<file path="config.mk">
export PLATFORM = sky130hd
export DESIGN_NAME = alu_mc
export DESIGN_NICKNAME = d
export VERILOG_FILES = /design/src/rtl/alu_mc.sv
export SDC_FILE = /design/constraint.sdc
export NUM_CORES = 1
export LEC_CHECK = 0
export CAP_MARGIN = 10
export CELL_PAD_IN_SITES_DETAIL_PLACEMENT = 0
export CELL_PAD_IN_SITES_GLOBAL_PLACEMENT = 1
export CORE_AREA = 3 3 249 202
export CTS_CLUSTER_DIAMETER = 200
export DETAILED_ROUTE_END_ITERATION = 12
export DIE_AREA = 0 0 252 205
export PLACE_DENSITY = 0.82
export SYNTH_ARGS = -nofsm -noshare
export SYNTH_HDL_FRONTEND = slang
export SYNTH_SLANG_ARGS = --single-unit
export TNS_END_PERCENT = 1
</file>
<file path="constraint.sdc">
create_clock -name clk -period 4.4 [get_ports clk]
set_clock_uncertainty 0.15 [all_clocks]
set_input_delay 0.44 -clock clk [delete_from_list [all_inputs] [get_ports clk]]
set_output_delay 0.44 -clock clk [all_outputs]
set_load 0.1 [all_outputs]
</file>
<file path="src/rtl/alu_mc.sv">
// Multi-cycle ALU: single-cycle arithmetic/logic/shift/compare ops plus an
// iterative shift-add multiplier and restoring unsigned divider.
module alu_mc #(
    parameter int XLEN = 32,
    parameter int OPW  = 4
) (
    input  logic            clk,
    input  logic            rst_n,
    input  logic            ALU_valid_i,
    input  logic [OPW-1:0]  ALU_op_i,
    input  logic [XLEN-1:0] ALU_data1_i,
    input  logic [XLEN-1:0] ALU_data2_i,
    output logic [XLEN-1:0] ALU_result_o,
    output logic            ALU_valid_o,
    output logic            ALU_busy_o
);
    localparam int SHW  = $clog2(XLEN);
    localparam int CNTW = $clog2(XLEN);

    localparam logic [OPW-1:0] OP_ADD   = OPW'(0);
    localparam logic [OPW-1:0] OP_SUB   = OPW'(1);
    localparam logic [OPW-1:0] OP_AND   = OPW'(2);
    localparam logic [OPW-1:0] OP_OR    = OPW'(3);
    localparam logic [OPW-1:0] OP_XOR   = OPW'(4);
    localparam logic [OPW-1:0] OP_SLL   = OPW'(5);
    localparam logic [OPW-1:0] OP_SRL   = OPW'(6);
    localparam logic [OPW-1:0] OP_SRA   = OPW'(7);
    localparam logic [OPW-1:0] OP_SLT   = OPW'(8);
    localparam logic [OPW-1:0] OP_SLTU  = OPW'(9);
    localparam logic [OPW-1:0] OP_MUL   = OPW'(10);
    localparam logic [OPW-1:0] OP_MULHU = OPW'(11);
    localparam logic [OPW-1:0] OP_DIVU  = OPW'(12);
    localparam logic [OPW-1:0] OP_REMU  = OPW'(13);

    typedef enum logic [1:0] {
        ST_IDLE = 2'd0,
        ST_MUL  = 2'd1,
        ST_DIV  = 2'd2,
        ST_DONE = 2'd3
    } state_e;

    state_e            state_r,  state_nxt_s;
    logic [CNTW-1:0]   cnt_r,    cnt_nxt_s;
    logic [OPW-1:0]    op_r,     op_nxt_s;
    logic [XLEN-1:0]   opnd_r,   opnd_nxt_s;
    logic [XLEN-1:0]   hi_r,     hi_nxt_s;
    logic [XLEN-1:0]   lo_r,     lo_nxt_s;
    logic [XLEN-1:0]   result_r, result_nxt_s;
    logic              valid_r,  valid_nxt_s;
    logic              busy_r,   busy_nxt_s;

    logic [XLEN:0]     mul_sum_s;
    logic [XLEN-1:0]   mul_hi_s, mul_lo_s;
    logic [XLEN:0]     div_shift_s, div_diff_s;
    logic [XLEN-1:0]   div_hi_s, div_lo_s;
    logic              last_s, is_mul_s, is_div_s;

    function automatic logic [XLEN-1:0] single_op(
        input logic [OPW-1:0]  op,
        input logic [XLEN-1:0] a,
        input logic [XLEN-1:0] b
    );
        logic [SHW-1:0] sh;
        sh = b[SHW-1:0];
        case (op)
            OP_ADD:  single_op = a + b;
            OP_SUB:  single_op = a - b;
            OP_AND:  single_op = a & b;
            OP_OR:   single_op = a | b;
            OP_XOR:  single_op = a ^ b;
            OP_SLL:  single_op = a << sh;
            OP_SRL:  single_op = a >> sh;
            OP_SRA:  single_op = $unsigned($signed(a) >>> sh);
            OP_SLT:  single_op = ($signed(a) < $signed(b)) ? XLEN'(1) : {XLEN{1'b0}};
            OP_SLTU: single_op = (a < b) ? XLEN'(1) : {XLEN{1'b0}};
            default: single_op = {XLEN{1'b0}};
        endcase
    endfunction

    // Iteration datapath: hi/lo hold the running product, or remainder/quotient.
    always_comb begin
        mul_sum_s   = {1'b0, hi_r} + (lo_r[0] ? {1'b0, opnd_r} : {(XLEN+1){1'b0}});
        mul_hi_s    = mul_sum_s[XLEN:1];
        mul_lo_s    = {mul_sum_s[0], lo_r[XLEN-1:1]};
        div_shift_s = {hi_r, lo_r[XLEN-1]};
        div_diff_s  = div_shift_s - {1'b0, opnd_r};
        div_hi_s    = div_diff_s[XLEN] ? div_shift_s[XLEN-1:0] : div_diff_s[XLEN-1:0];
        div_lo_s    = {lo_r[XLEN-2:0], ~div_diff_s[XLEN]};
        last_s      = (cnt_r == CNTW'(XLEN-1));
        is_mul_s    = (ALU_op_i == OP_MUL)  || (ALU_op_i == OP_MULHU);
        is_div_s    = (ALU_op_i == OP_DIVU) || (ALU_op_i == OP_REMU);
    end

    // Next-state and next-output logic; DONE accepts like IDLE.
    always_comb begin
        state_nxt_s  = state_r;
        cnt_nxt_s    = cnt_r;
        op_nxt_s     = op_r;
        opnd_nxt_s   = opnd_r;
        hi_nxt_s     = hi_r;
        lo_nxt_s     = lo_r;
        result_nxt_s = result_r;
        valid_nxt_s  = 1'b0;
        busy_nxt_s   = 1'b0;
        case (state_r)
            ST_IDLE, ST_DONE: begin
                state_nxt_s = ST_IDLE;
                if (ALU_valid_i) begin
                    if (is_mul_s || is_div_s) begin
                        state_nxt_s = is_mul_s ? ST_MUL : ST_DIV;
                        busy_nxt_s  = 1'b1;
                        cnt_nxt_s   = {CNTW{1'b0}};
                        op_nxt_s    = ALU_op_i;
                        hi_nxt_s    = {XLEN{1'b0}};
                        lo_nxt_s    = is_mul_s ? ALU_data2_i : ALU_data1_i;
                        opnd_nxt_s  = is_mul_s ? ALU_data1_i : ALU_data2_i;
                    end else begin
                        result_nxt_s = single_op(ALU_op_i, ALU_data1_i, ALU_data2_i);
                        valid_nxt_s  = 1'b1;
                    end
                end else begin
                    valid_nxt_s = 1'b0;
                end
            end
            ST_MUL: begin
                hi_nxt_s = mul_hi_s;
                lo_nxt_s = mul_lo_s;
                if (last_s) begin
                    state_nxt_s  = ST_DONE;
                    valid_nxt_s  = 1'b1;
                    cnt_nxt_s    = {CNTW{1'b0}};
                    result_nxt_s = (op_r == OP_MULHU) ? mul_hi_s : mul_lo_s;
                end else begin
                    busy_nxt_s = 1'b1;
                    cnt_nxt_s  = cnt_r + CNTW'(1);
                end
            end
            ST_DIV: begin
                hi_nxt_s = div_hi_s;
                lo_nxt_s = div_lo_s;
                if (last_s) begin
                    state_nxt_s  = ST_DONE;
                    valid_nxt_s  = 1'b1;
                    cnt_nxt_s    = {CNTW{1'b0}};
                    result_nxt_s = (op_r == OP_REMU) ? div_hi_s : div_lo_s;
                end else begin
                    busy_nxt_s = 1'b1;
                    cnt_nxt_s  = cnt_r + CNTW'(1);
                end
            end
            default: begin
                state_nxt_s = ST_IDLE;
            end
        endcase
    end

    // State and output registers with synchronous active-low reset.
    always_ff @(posedge clk) begin
        if (!rst_n) begin
            state_r  <= ST_IDLE;
            cnt_r    <= {CNTW{1'b0}};
            op_r     <= {OPW{1'b0}};
            opnd_r   <= {XLEN{1'b0}};
            hi_r     <= {XLEN{1'b0}};
            lo_r     <= {XLEN{1'b0}};
            result_r <= {XLEN{1'b0}};
            valid_r  <= 1'b0;
            busy_r   <= 1'b0;
        end else begin
            state_r  <= state_nxt_s;
            cnt_r    <= cnt_nxt_s;
            op_r     <= op_nxt_s;
            opnd_r   <= opnd_nxt_s;
            hi_r     <= hi_nxt_s;
            lo_r     <= lo_nxt_s;
            result_r <= result_nxt_s;
            valid_r  <= valid_nxt_s;
            busy_r   <= busy_nxt_s;
        end
    end

    assign ALU_result_o = result_r;
    assign ALU_valid_o  = valid_r;
    assign ALU_busy_o   = busy_r;

endmodule

</file>
==> results of run 1 <==
==> worst paths after layout <==
path | slack [ps] | endpoint | from
min reg2reg | 320 | cnt_r[3] | cnt_r[3]
max | 220 | ALU_result_o[9] | lo_r[31]
max reg2reg | 220 | ALU_result_o[9] | lo_r[31]
min | 320 | cnt_r[3] | cnt_r[3]
==> routing by layer <==
| metal | vias to the layer above | routed length (um) |
|---|---|---|
| li1 | 10700 | - |
| met1 | 11500 | 40500 |
| met2 | 1559 | 39500 |
| met3 | 194 | 10800 |
| met4 | 0 | 3410 |
| met5 | - | 0 |
==> synth_stat cells, drive strengths merged, types with 18 or more instances <==
cell and number:
a211oi 30, a21o 45, a21oi 238, a221oi 63, a22oi 47, a31oi 29, and2 46, buf 46
clkbuf 161, dfxtp 141, ha 165, inv 151, mux2 34, mux2i 94, mux4 22, nand2 316
nand2b 33, nand3 44, nand4 21, nor2 295, nor2b 18, nor3 36, o211ai 82, o21ai 275
o221ai 23, o22ai 24, o31ai 20, xnor2 40, xor2 27
==> power groups by stage <==
stage          Combinational [W]  Sequential [W]  Clock [W]
4_1_cts                  0.00562         0.00174    0.00150
2_1_floorplan            0.00297         0.00240          0
3_5_place_dp             0.00559         0.00177          0
6_report                 0.00578         0.00175    0.00151
3_3_place_gp             0.00555         0.00177          0
5_1_grt                  0.00610         0.00177    0.00157
==> timing repair <==
item | in CTS | in global routing
hold buffers | 0 | 0
gates resized for setup | 0 | 4
endpoints found under the setup margin | 0 | 4
==> state kept, by name, indices dropped and copies added (netlist names) <==
name / count
hi_r: 32
op_r: 4
state_r: 2
ALU_result_o: 32
lo_r: 32
ALU_valid_o: 1
opnd_r: 32
ALU_busy_o: 1
cnt_r: 5
==> worst register-to-register path: cells and delay by family (launching register included) <==
kind | cells | cell delay, ps
flops | 1 | 500
compound gates | 8 | 1630
simple gates | 1 | 230
buf+inv | 5 | 710
mux | 1 | 340
fa+ha+maj | 2 | 490
==> logic make-up after synthesis <==
kind of cell | Yosys count
adders and majority gates | 169
xor gates and xnor gates | 67
muxes | 150
buffers and inverters | 358
AOI/OAI and AO/OA | 1050
DFF | 141
and+or+nand+nor | 879
==> layout make-up <==
class | instances | area [um^2]
clock inverter | 15 | 164
timing repair buffer | 319 | 2730
clock buffer | 17 | 425
fill | 4963 | 25100
tap | 629 | 787
inverter | 151 | 567
sequential | 141 | 2820
multi-input combinational | 2315 | 15500
==> through the flow <==
stage               TNS, ps  hold WS, ps
detailed placement     -281          307
floorplan                 0          274
finish                    0          316
global route              0          357
CTS                       0          316
global placement       -346          299
==> run_summary.xml, run 1 <==
<?xml version="1.0" encoding="UTF-8"?>
<metrics>
  <group name="yosys">
    <metric name="dominant_register_cell_in_the_synthesized_netlist" unit="">dfxtp_1</metric>
    <metric name="synth_compound_gate_area_share" unit="%">35.1</metric>
    <metric name="yosys.cell_types.count" unit="">85</metric>
    <metric name="yosys-mux-area-fraction" unit="%">9.26</metric>
    <metric name="synthDominantCellAreaShare" unit="%">14.4</metric>
    <metric name="async_flop_share" unit="%">0</metric>
    <metric name="post_synth_main_area_contributors" unit="">dfxtp_1, ha_1, o21ai_0</metric>
    <metric name="post_synth_xor_xnor_area" unit="%">2.99</metric>
    <metric name="postSynthCellCount" unit="">2814</metric>
    <metric name="largest_family_of_logic_cells_by_synthesized_area" unit="">compound AO/OA/AOI/OAI gates</metric>
    <metric name="post_synth_simple_gate_area" unit="%">20.1</metric>
    <metric name="post_synth_instance_area" unit="um^2">19700</metric>
    <metric name="yosysSeqAreaShare" unit="%">14.4</metric>
    <metric name="yosys_warnings" unit="">0</metric>
    <metric name="ys_seq_elements" unit="">141</metric>
    <metric name="synth_area_per_cell" unit="um^2">6.98</metric>
    <metric name="synth_fp_nets" unit="">3054</metric>
    <metric name="cell_taking_the_most_area_after_synthesis" unit="">dfxtp_1</metric>
    <metric name="synth-edff-count" unit="">0</metric>
    <metric name="synth-adder-area-share" unit="%">10.9</metric>
  </group>
  <group name="final_layout">
    <metric name="num-nets-final" unit="">3185</metric>
    <metric name="finish.cell_count_without_fillers" unit="">3587</metric>
    <metric name="final_core_util" unit="%">47.7</metric>
    <metric name="antenna-diode-count" unit="">0</metric>
    <metric name="post_route_cells_drive_above_1_share" unit="%">12.0</metric>
    <metric name="mostFrequentLayoutCell" unit="">nand2_1</metric>
    <metric name="mostFrequentLayoutCells" unit="">nand2_1, nor2_1, o21ai_0</metric>
    <metric name="post-route-cell-area" unit="um^2">23000</metric>
    <metric name="area.growth.synth_to_final" unit="%">16.8</metric>
  </group>
  <group name="setup_path">
    <metric name="critical-path-top-delay-family" unit="">compound AO/OA/AOI/OAI gates</metric>
    <metric name="max_stage_delay" unit="ps">500</metric>
    <metric name="cp-start-kind" unit="">register</metric>
    <metric name="worst-setup-path-type" unit="">register to register</metric>
    <metric name="crit_slowest_cell" unit="">dfxtp_1</metric>
    <metric name="critical_path_buf_inv_count" unit="">5</metric>
    <metric name="critical_path_depth_in_cells" unit="">17</metric>
    <metric name="ff2ff_path_depth" unit="">17</metric>
    <metric name="critical_path_arrival" unit="ps">4330</metric>
    <metric name="path_max_fanout" unit="">19</metric>
    <metric name="end_kind" unit="">register</metric>
    <metric name="critPathRequiredTime" unit="ps">4550</metric>
    <metric name="crit_chain" unit="">inv_1, ha_1, inv_1, fa_1, a211oi_2, o21ai_1, a21oi_1, buf_4, o2111a_2, o21a_1, nor3_4, buf_12, buf_12, mux2i_1, a21oi_1, o211ai_1, o211ai_1</metric>
  </group>
  <group name="global_routing">
    <metric name="grt_remaining_overflow" unit="">0</metric>
    <metric name="number_of_antenna_violations_at_the_first_check_in_global_routing" unit="">1</metric>
    <metric name="use_met3" unit="%">7.93</metric>
    <metric name="grt_start_max_net_pins" unit="">82</metric>
    <metric name="global_route.usage.met2" unit="%">52.9</metric>
    <metric name="grt_pass1_vias" unit="">21900</metric>
    <metric name="first_pass_grt_wire_length" unit="um">140000</metric>
    <metric name="grtUsageTotal" unit="%">35.2</metric>
    <metric name="grt.met1_usage" unit="%">50.0</metric>
    <metric name="top_usage_layer" unit="">met2</metric>
  </group>
  <group name="min_path">
    <metric name="holdCritPathClass" unit="">register to register</metric>
    <metric name="worstHoldPathCells" unit="">1</metric>
  </group>
  <group name="placed_design">
    <metric name="gp_routability_congestion" unit="">1.04</metric>
    <metric name="dpl-instance-area" unit="um^2">22400</metric>
    <metric name="hpwlAfterDp" unit="um">74300</metric>
    <metric name="dpl_worst_slack" unit="ps">-191</metric>
    <metric name="place.port_buffers" unit="">104</metric>
    <metric name="place_inst" unit="">3555</metric>
  </group>
  <group name="routing">
    <metric name="drt_first_iter_violations" unit="">3444</metric>
    <metric name="vias_cell" unit="">6.68</metric>
    <metric name="post-route-drc-count" unit="">0</metric>
    <metric name="drt.antenna.violating_nets" unit="">0</metric>
    <metric name="final_routed_wirelength_across_all_metal_layers" unit="um">94200</metric>
    <metric name="avgRoutedWirePerCell" unit="um">26.3</metric>
    <metric name="drt_pre_antenna_iters" unit="">6</metric>
    <metric name="dr_total_vias" unit="">24000</metric>
  </group>
  <group name="pwr">
    <metric name="sequentialPowerShare" unit="%">19.4</metric>
    <metric name="ir_drop" unit="mV">0.639</metric>
    <metric name="clk_network_pwr_share" unit="%">16.7</metric>
    <metric name="p_leak" unit="nW">9.45</metric>
    <metric name="cellInternalPower" unit="W">0.00419</metric>
    <metric name="combinationalPowerShare" unit="%">64.0</metric>
    <metric name="power" unit="W">0.00904</metric>
    <metric name="netSwitchingPower" unit="W">0.00485</metric>
    <metric name="sw_frac_of_total" unit="%">53.7</metric>
    <metric name="power_density" unit="nW/um^2">394</metric>
  </group>
  <group name="die">
    <metric name="coreArea" unit="um^2">48100</metric>
    <metric name="initial_core_util" unit="%">40.9</metric>
    <metric name="die_w" unit="um">252</metric>
    <metric name="io-pin-count" unit="">105</metric>
    <metric name="die_h" unit="um">205</metric>
    <metric name="floorplan.rows" unit="">72</metric>
    <metric name="die_area" unit="um^2">51700</metric>
  </group>
  <group name="sta">
    <metric name="timing.final.setup_violations" unit="">0</metric>
    <metric name="worst_slew_margin_rel" unit="%">10.1</metric>
    <metric name="fmax" unit="MHz">239</metric>
    <metric name="report.final.hold_viol_count" unit="">0</metric>
    <metric name="tightest_slew" unit="ps">1350</metric>
    <metric name="rsz_0062_raised_after_global_routing" unit="">no</metric>
    <metric name="setup_ws" unit="ps">223</metric>
    <metric name="layout_min_cycle_time" unit="ps">4180</metric>
    <metric name="period_share" unit="%">94.9</metric>
    <metric name="slew_viol_final" unit="">0</metric>
  </group>
  <group name="clock_tree">
    <metric name="clk_latency" unit="ps">440</metric>
    <metric name="post-cts-setup-buffers" unit="">0</metric>
    <metric name="cts_tree" unit="">yes</metric>
    <metric name="cts_root_buf" unit="">clkbuf_16</metric>
    <metric name="tritoncts.num_buffers" unit="">17</metric>
    <metric name="htree_num_levels" unit="">4</metric>
    <metric name="cts_buffer_depth" unit="">2</metric>
    <metric name="numClockSinks" unit="">141</metric>
    <metric name="cts.reportedPaths.clkPinSlew" unit="ps">70</metric>
  </group>
  <group name="job">
    <metric name="max-cap-violations" unit="">0</metric>
  </group>
  <group name="status">
    <metric name="status" unit="">complete, no violations</metric>
  </group>
</metrics>
Note: power is estimated with default switching activity, not from simulation.
==> run 2, diff against run 1 <==
- CTS_CLUSTER_DIAMETER: 200 -> unset
==> results of run 2 <==
The final DEF is identical to that of run 1; final timing and power are the same.
